**src/rtl/param_fifo_if.sv**
```systemverilog
// Push/pop handshake bundle for param_fifo; master drives requests, slave is the FIFO.
interface param_fifo_if #(
    parameter int unsigned DATA_W = 8,
    parameter int unsigned ADDR_W = 5
);
    logic              iPush;
    logic [DATA_W-1:0] iPushData;
    logic              iPop;
    logic              iClrErr;
    logic [DATA_W-1:0] oPopData;
    logic              oPopValid;
    logic              oFull;
    logic              oEmpty;
    logic              oAFull;
    logic              oAEmpty;
    logic [ADDR_W:0]   oCount;
    logic              oOvf;
    logic              oUdf;

    modport master (
        output iPush, iPushData, iPop, iClrErr,
        input  oPopData, oPopValid, oFull, oEmpty, oAFull, oAEmpty, oCount, oOvf, oUdf
    );

    modport slave (
        input  iPush, iPushData, iPop, iClrErr,
        output oPopData, oPopValid, oFull, oEmpty, oAFull, oAEmpty, oCount, oOvf, oUdf
    );
endinterface

```
**src/rtl/param_fifo.sv**
```systemverilog
// Parametrised synchronous FIFO: register-file storage, separate occupancy counter,
// threshold flags, sticky overflow/underflow and a registered read port.
module param_fifo #(
    parameter int unsigned DATA_W    = 8,
    parameter int unsigned ADDR_W    = 5,
    parameter int unsigned AFULL_TH  = 28,
    parameter int unsigned AEMPTY_TH = 4
) (
    input  logic            iClk,
    input  logic            iRst_n,
    param_fifo_if.slave     bus
);
    localparam int unsigned DEPTH = 32'(1) << ADDR_W;
    localparam int unsigned CNT_W = ADDR_W + 1;

    logic [DATA_W-1:0] r_mem [DEPTH];
    logic [ADDR_W-1:0] r_wptr;
    logic [ADDR_W-1:0] r_rptr;
    logic [CNT_W-1:0]  r_count;
    logic [DATA_W-1:0] r_pop_data;
    logic              r_pop_valid;
    logic              r_ovf;
    logic              r_udf;

    logic              w_full;
    logic              w_empty;
    logic              w_pop_ok;
    logic              w_push_ok;
    logic [CNT_W-1:0]  w_count_nxt;

    // Flags derive from the registered count only, so they change one cycle after the cause.
    assign w_full    = (r_count == CNT_W'(DEPTH));
    assign w_empty   = (r_count == '0);
    // An empty FIFO never forwards same-cycle push data; a full one accepts a push only alongside a pop.
    assign w_pop_ok  = bus.iPop & ~w_empty;
    assign w_push_ok = bus.iPush & (~w_full | w_pop_ok);

    always_comb begin
        w_count_nxt = r_count;
        if (w_push_ok && !w_pop_ok) begin
            w_count_nxt = r_count + CNT_W'(1);
        end else if (w_pop_ok && !w_push_ok) begin
            w_count_nxt = r_count - CNT_W'(1);
        end
    end

    // Storage array is intentionally not reset.
    always_ff @(posedge iClk) begin
        if (w_push_ok) begin
            r_mem[r_wptr] <= bus.iPushData;
        end
    end

    always_ff @(posedge iClk or negedge iRst_n) begin
        if (!iRst_n) begin
            r_wptr      <= '0;
            r_rptr      <= '0;
            r_count     <= '0;
            r_pop_data  <= '0;
            r_pop_valid <= 1'b0;
            r_ovf       <= 1'b0;
            r_udf       <= 1'b0;
        end else begin
            r_count     <= w_count_nxt;
            r_pop_valid <= w_pop_ok;
            if (w_push_ok) begin
                r_wptr <= r_wptr + ADDR_W'(1);
            end
            if (w_pop_ok) begin
                r_rptr     <= r_rptr + ADDR_W'(1);
                r_pop_data <= r_mem[r_rptr];
            end
            // A new error in the clearing cycle wins over the clear.
            r_ovf <= (bus.iPush & ~w_push_ok) | (r_ovf & ~bus.iClrErr);
            r_udf <= (bus.iPop  & ~w_pop_ok)  | (r_udf & ~bus.iClrErr);
        end
    end

    assign bus.oPopData  = r_pop_data;
    assign bus.oPopValid = r_pop_valid;
    assign bus.oFull     = w_full;
    assign bus.oEmpty    = w_empty;
    assign bus.oAFull    = (r_count >= CNT_W'(AFULL_TH));
    assign bus.oAEmpty   = (r_count <= CNT_W'(AEMPTY_TH));
    assign bus.oCount    = r_count;
    assign bus.oOvf      = r_ovf;
    assign bus.oUdf      = r_udf;
endmodule

```
**src/flat_wrapper.sv**
```systemverilog
// flat-port wrapper written by rule: the top's interface ports become plain ports
module param_fifo_flat 
#(
    parameter int unsigned DATA_W    = 8,
    parameter int unsigned ADDR_W    = 5,
    parameter int unsigned AFULL_TH  = 28,
    parameter int unsigned AEMPTY_TH = 4
)
  (iClk, iRst_n, bus_iPush, bus_iPushData, bus_iPop, bus_iClrErr, bus_oPopData, bus_oPopValid, bus_oFull, bus_oEmpty, bus_oAFull, bus_oAEmpty, bus_oCount, bus_oOvf, bus_oUdf);
  param_fifo_if #(.DATA_W(DATA_W), .ADDR_W(ADDR_W)) bus_i ();
  input  logic iClk;
  input  logic iRst_n;
  input wire logic [$bits(bus_i.iPush)-1:0] bus_iPush;
  input wire logic [$bits(bus_i.iPushData)-1:0] bus_iPushData;
  input wire logic [$bits(bus_i.iPop)-1:0] bus_iPop;
  input wire logic [$bits(bus_i.iClrErr)-1:0] bus_iClrErr;
  output wire logic [$bits(bus_i.oPopData)-1:0] bus_oPopData;
  output wire logic [$bits(bus_i.oPopValid)-1:0] bus_oPopValid;
  output wire logic [$bits(bus_i.oFull)-1:0] bus_oFull;
  output wire logic [$bits(bus_i.oEmpty)-1:0] bus_oEmpty;
  output wire logic [$bits(bus_i.oAFull)-1:0] bus_oAFull;
  output wire logic [$bits(bus_i.oAEmpty)-1:0] bus_oAEmpty;
  output wire logic [$bits(bus_i.oCount)-1:0] bus_oCount;
  output wire logic [$bits(bus_i.oOvf)-1:0] bus_oOvf;
  output wire logic [$bits(bus_i.oUdf)-1:0] bus_oUdf;
  assign bus_i.iPush = bus_iPush;
  assign bus_i.iPushData = bus_iPushData;
  assign bus_i.iPop = bus_iPop;
  assign bus_i.iClrErr = bus_iClrErr;
  assign bus_oPopData = bus_i.oPopData;
  assign bus_oPopValid = bus_i.oPopValid;
  assign bus_oFull = bus_i.oFull;
  assign bus_oEmpty = bus_i.oEmpty;
  assign bus_oAFull = bus_i.oAFull;
  assign bus_oAEmpty = bus_i.oAEmpty;
  assign bus_oCount = bus_i.oCount;
  assign bus_oOvf = bus_i.oOvf;
  assign bus_oUdf = bus_i.oUdf;
  param_fifo #(.DATA_W(DATA_W), .ADDR_W(ADDR_W), .AFULL_TH(AFULL_TH), .AEMPTY_TH(AEMPTY_TH)) u_core (.iClk(iClk), .iRst_n(iRst_n), .bus(bus_i));
endmodule
```
**config.mk**
```make
export PLATFORM = sky130hd
export DESIGN_NAME = param_fifo_flat
export DESIGN_NICKNAME = d
export VERILOG_FILES = /design/src/rtl/param_fifo_if.sv /design/src/rtl/param_fifo.sv /design/src/flat_wrapper.sv
export SDC_FILE = /design/constraint.sdc
export NUM_CORES = 1
export LEC_CHECK = 0
export BUFFER_PORTS_ARGS = -buffer_cell sky130_fd_sc_hd__buf_2
export CORE_AREA = 2 2 186 188
export CTS_CLUSTER_DIAMETER = 40
export DETAILED_ROUTE_END_ITERATION = 8
export DIE_AREA = 0 0 188 190
export HOLD_SLACK_MARGIN = 0.03
export PLACE_DENSITY_LB_ADDON = 0.2
export RECOVER_POWER = 25
export SYNTH_ARGS = -nofsm -noshare
export SYNTH_HDL_FRONTEND = slang
export SYNTH_SLANG_ARGS = --single-unit
```
**constraint.sdc**
```tcl
create_clock -name iClk -period 4.4 [get_ports iClk]
set_clock_uncertainty 0.2 [all_clocks]
set_input_delay 0.66 -clock iClk [delete_from_list [all_inputs] [get_ports iClk]]
set_output_delay 0.66 -clock iClk [all_outputs]
set_load 0.005 [all_outputs]
```
==> results.sh <==
export IMPL_cts_sinks=283
export IMPL_synthTopCellsByArea="edfxtp_1 66%, mux2i_1 11%, dfrtp_1 5.8%"
export IMPL_max_clock_path_buffers=3
export IMPL_die_area_sq_um=35700
export IMPL_crit_type="flop to flop"
export IMPL_coreArea_sq_um=33900
export IMPL_first_global_vias=6303
export IMPL_cts_root_buffer="clkbuf_16"
export IMPL_arrival_ns=3.49
export IMPL_r2r_start="u_core.bus.oCount[1]$_DFFE_PN0P_"
export IMPL_yosys_mux_area_fraction_pct=11.0
export IMPL_cap_violations=6
export IMPL_synth_compound_area_share_pct=8.63
export IMPL_maxSlewHeadroom_pct=-10.1
export IMPL_drc_errors=0
export IMPL_wire_per_inst_microns=20.5
export IMPL_synthAdderAreaFrac_pct=1.36
export IMPL_worstHoldEndpoint="u_core.bus.oUdf$_DFF_PN0_"
export IMPL_start_util_pct=34.2
export IMPL_row_count=68
export IMPL_synthXorXnorAreaFrac_pct=0.754
export IMPL_area_growth_pct=16.1
export IMPL_cp_startpoint="u_core.bus.oCount[1]$_DFFE_PN0P_"
export IMPL_hpwl_microns=16100
export IMPL_fillerInstances=3067
export IMPL_max_freq_mhz=301
export IMPL_port_buffers=33
export IMPL_worst_slew_pin_slew_ns=1.65
export IMPL_diodes=0
export IMPL_drtPass1Iterations=4
export IMPL_slew_violations=198
export IMPL_finalSetupTns_ns=0
export IMPL_p_per_area_nw_per_um2=664
export IMPL_status="finished, violations left"
export IMPL_critical_path_cell_chain="nor3_1 -> a41oi_2 -> ha_1 -> inv_1 -> ha_1 -> a21oi_1 -> a21boi_0 -> o21a_1 -> o2111ai_1 -> o311ai_0"
export IMPL_hold_viol_final=0
export IMPL_hp_class="primary input to flop"
export IMPL_die_x_microns=188
export IMPL_clock_latency_ns=0.52
export IMPL_rsz0062_at_grt="false"
export IMPL_synth_cell_types=43
export IMPL_ff2ff_path_depth=10
export IMPL_synth_simple_area_share_pct=3.36
export IMPL_dp_slack_ns=1.00
export IMPL_start_kind="flop"
export IMPL_cts_buffers=40
export IMPL_synthesis_nets=715
export IMPL_fin_ws_ns=1.07
export IMPL_p_leak_uw=0.00482
export IMPL_post_synth_cell_area_avg_sq_um=16.8
export IMPL_avgViaCountPerCell=5.01
export IMPL_netlist_area_leader_share_pct=66.2
export IMPL_timing_reg2reg_setup_slack_ns=1.07
export IMPL_wirelength_microns=25100
export IMPL_synth_edf_count=256
export IMPL_period_minus_slack_ns=3.33
export IMPL_grt_pass1_wl_microns=38300
export IMPL_ys_flop_type="edfxtp_1"
export IMPL_drive_above_1_share_pct=17.7
export IMPL_gp_congestion=0.832
export IMPL_grt_max_degree=52
export IMPL_ir_drop_uv=350
export IMPL_worstReg2RegEnd="u_core.bus.oCount[5]$_DFFE_PN0P_"
export IMPL_cpPeakStageDelay_ns=0.43
export IMPL_yosys_warnings=0
export IMPL_ys_async_sr_fraction_pct=9.54
export IMPL_seq_area_frac_synth_pct=72.0
export IMPL_final_setup_viol_count=0
export IMPL_grt_usage_pct=14.3
export IMPL_hold_depth=2
export IMPL_final_antenna_net_count=0
export IMPL_dr_total_vias=6130
export IMPL_synth_seq_cells=283
export IMPL_yosysTopAreaCell="edfxtp_1"
export IMPL_ios=34
export IMPL_violations="max-capacitance violations, max-slew violations"
export IMPL_synth_top_family_by_area="multiplexers"
export IMPL_post_route_period_util_pct=75.6
export IMPL_overflow=0
export IMPL_syn_area_sq_um=11600
export IMPL_slowest_stage="dfrtp_1"
export IMPL_critPathCaptureType="flop"
export IMPL_tritoncts="built"
export IMPL_cts_clk_slew_worst_paths_ns=0.05
export IMPL_syn_inst=690
export IMPL_antenna_found_initial=0
export IMPL_crit_top_cell="ha_1"
export IMPL_synth_most_common_cell="edfxtp_1"
export IMPL_dr_first_iter_drc_count=433
export IMPL_nets=767
export IMPL_yosys_top_cells_count="256 x edfxtp_1, 128 x mux2i_1, 36 x nor2_1"
export IMPL_multiInputGateArea_sq_um=2930
export IMPL_seqCellArea_sq_um=8370
export IMPL_die_height_microns=190
export IMPL_crit_fanout=9
export IMPL_h_tree_depth=2
export IMPL_worstHoldStart="bus_iClrErr"
export IMPL_required_ns=4.56
[stage by stage]
stage / hold slack [ns] / power, uW / cell area (sq um) / utilization (%) / cells
floorplan: 0.164 / 5300 / 11600 / - / 690
global placement: 0.278 / 5960 / 12200 / 35.9 / 1154
detailed placement: 0.279 / 6020 / 12200 / 35.9 / 1154
CTS: 0.161 / 9070 / 13500 / 39.7 / 1224
global route: 0.174 / 9380 / 13500 / 39.7 / 1224
finish: 0.178 / 8960 / 13500 / 39.7 / 1224
[registers in the layout, indices dropped and copies added, names as in the netlist]
name	count
u_core.bus.oCount	6
u_core.r_rptr	5
u_core.bus.oPopData	8
u_core.r_wptr	5
u_core.bus.oUdf	1
u_core.r_mem	256
u_core.bus.oOvf	1
u_core.bus.oPopValid	1
[cell type report]
cell class	instances	share of cell area (%)
clock buffer	45	7.87
clock inverter	24	1.64
inverter	14	0.390
multi-input combinational	355	21.7
sequential	283	62.1
tap	455	4.22
timing repair buffer	48	2.12
[where the power goes]
group          switching, uW  total (uW)  internal, uW
logic                   1460        2460          1010
clock network           1150        3010          1870
registers                272        3480          3210
[critical path, delay by kind of cell, from the launching register on]
family	cells	cell delay, ns
AOI/OAI and AO/OA	6	1.31
adders and majority gates	2	0.67
DFF	1	0.43
and+or+nand+nor	1	0.38
buffers and inverters	1	0.19
[layout by cell type (no fill, tap or decap), types with 3 or more instances in the layout]
cell,netlist,routed
a21oi_1,18,18
dfrtp_1,27,26
xnor2_1,8,8
clkbuf_1,12,8
o21ai_0,8,8
a221oi_2,12,12
nand2_1,27,27
nand3_1,5,5
buf_4,9,13
a221oi_1,4,4
nor2_1,36,35
clkinv_2,0,5
ha_1,11,11
mux2i_1,128,128
o22ai_1,9,9
nor3_1,3,3
clkinv_4,0,5
inv_1,14,14
edfxtp_1,256,256
a22oi_1,32,32
o41ai_2,8,8
clkbuf_16,0,41
inv_6,0,5
or3_1,3,3
clkinvlp_4,0,4
buf_2,7,27
a22o_1,16,16
[cell families after synthesis]
family,Yosys count
and+or+nand+nor,88
muxes,128
adders and majority gates,12
DFF,283
AOI/OAI and AO/OA,117
buffers and inverters,52
xor gates and xnor gates,10
[worst max path at each step]
stage	to	cells after the start
after global placement	u_core.bus.oCount[5]$_DFFE_PN0P_	11
after floorplan	u_core.bus.oCount[5]$_DFFE_PN0P_	13
after global routing	u_core.bus.oCount[5]$_DFFE_PN0P_	10
after CTS	u_core.bus.oCount[5]$_DFFE_PN0P_	10
final	u_core.bus.oCount[5]$_DFFE_PN0P_	10
after detailed placement	u_core.bus.oCount[5]$_DFFE_PN0P_	11
[routing by layer]
layer / wire [microns] / GRT usage (%) / vias to the layer above
met2: 12200 / 23.8 / 136
met4: 743 / 5.36 / 0
met5: 0 / 0 / -
met3: 1050 / 2.45 / 54
li1: - / - / 2823
met1: 11100 / 18.8 / 3117
[timing repair]
action | 4_1_cts | 5_1_grt
endpoints found under the hold margin | 27 | 0
hold buffers | 1 | 0
setup buffers | 0 | 0
resized for setup | 0 | 0
setup endpoints to repair | 0 | 0
Power figures use the tool's default switching activity.
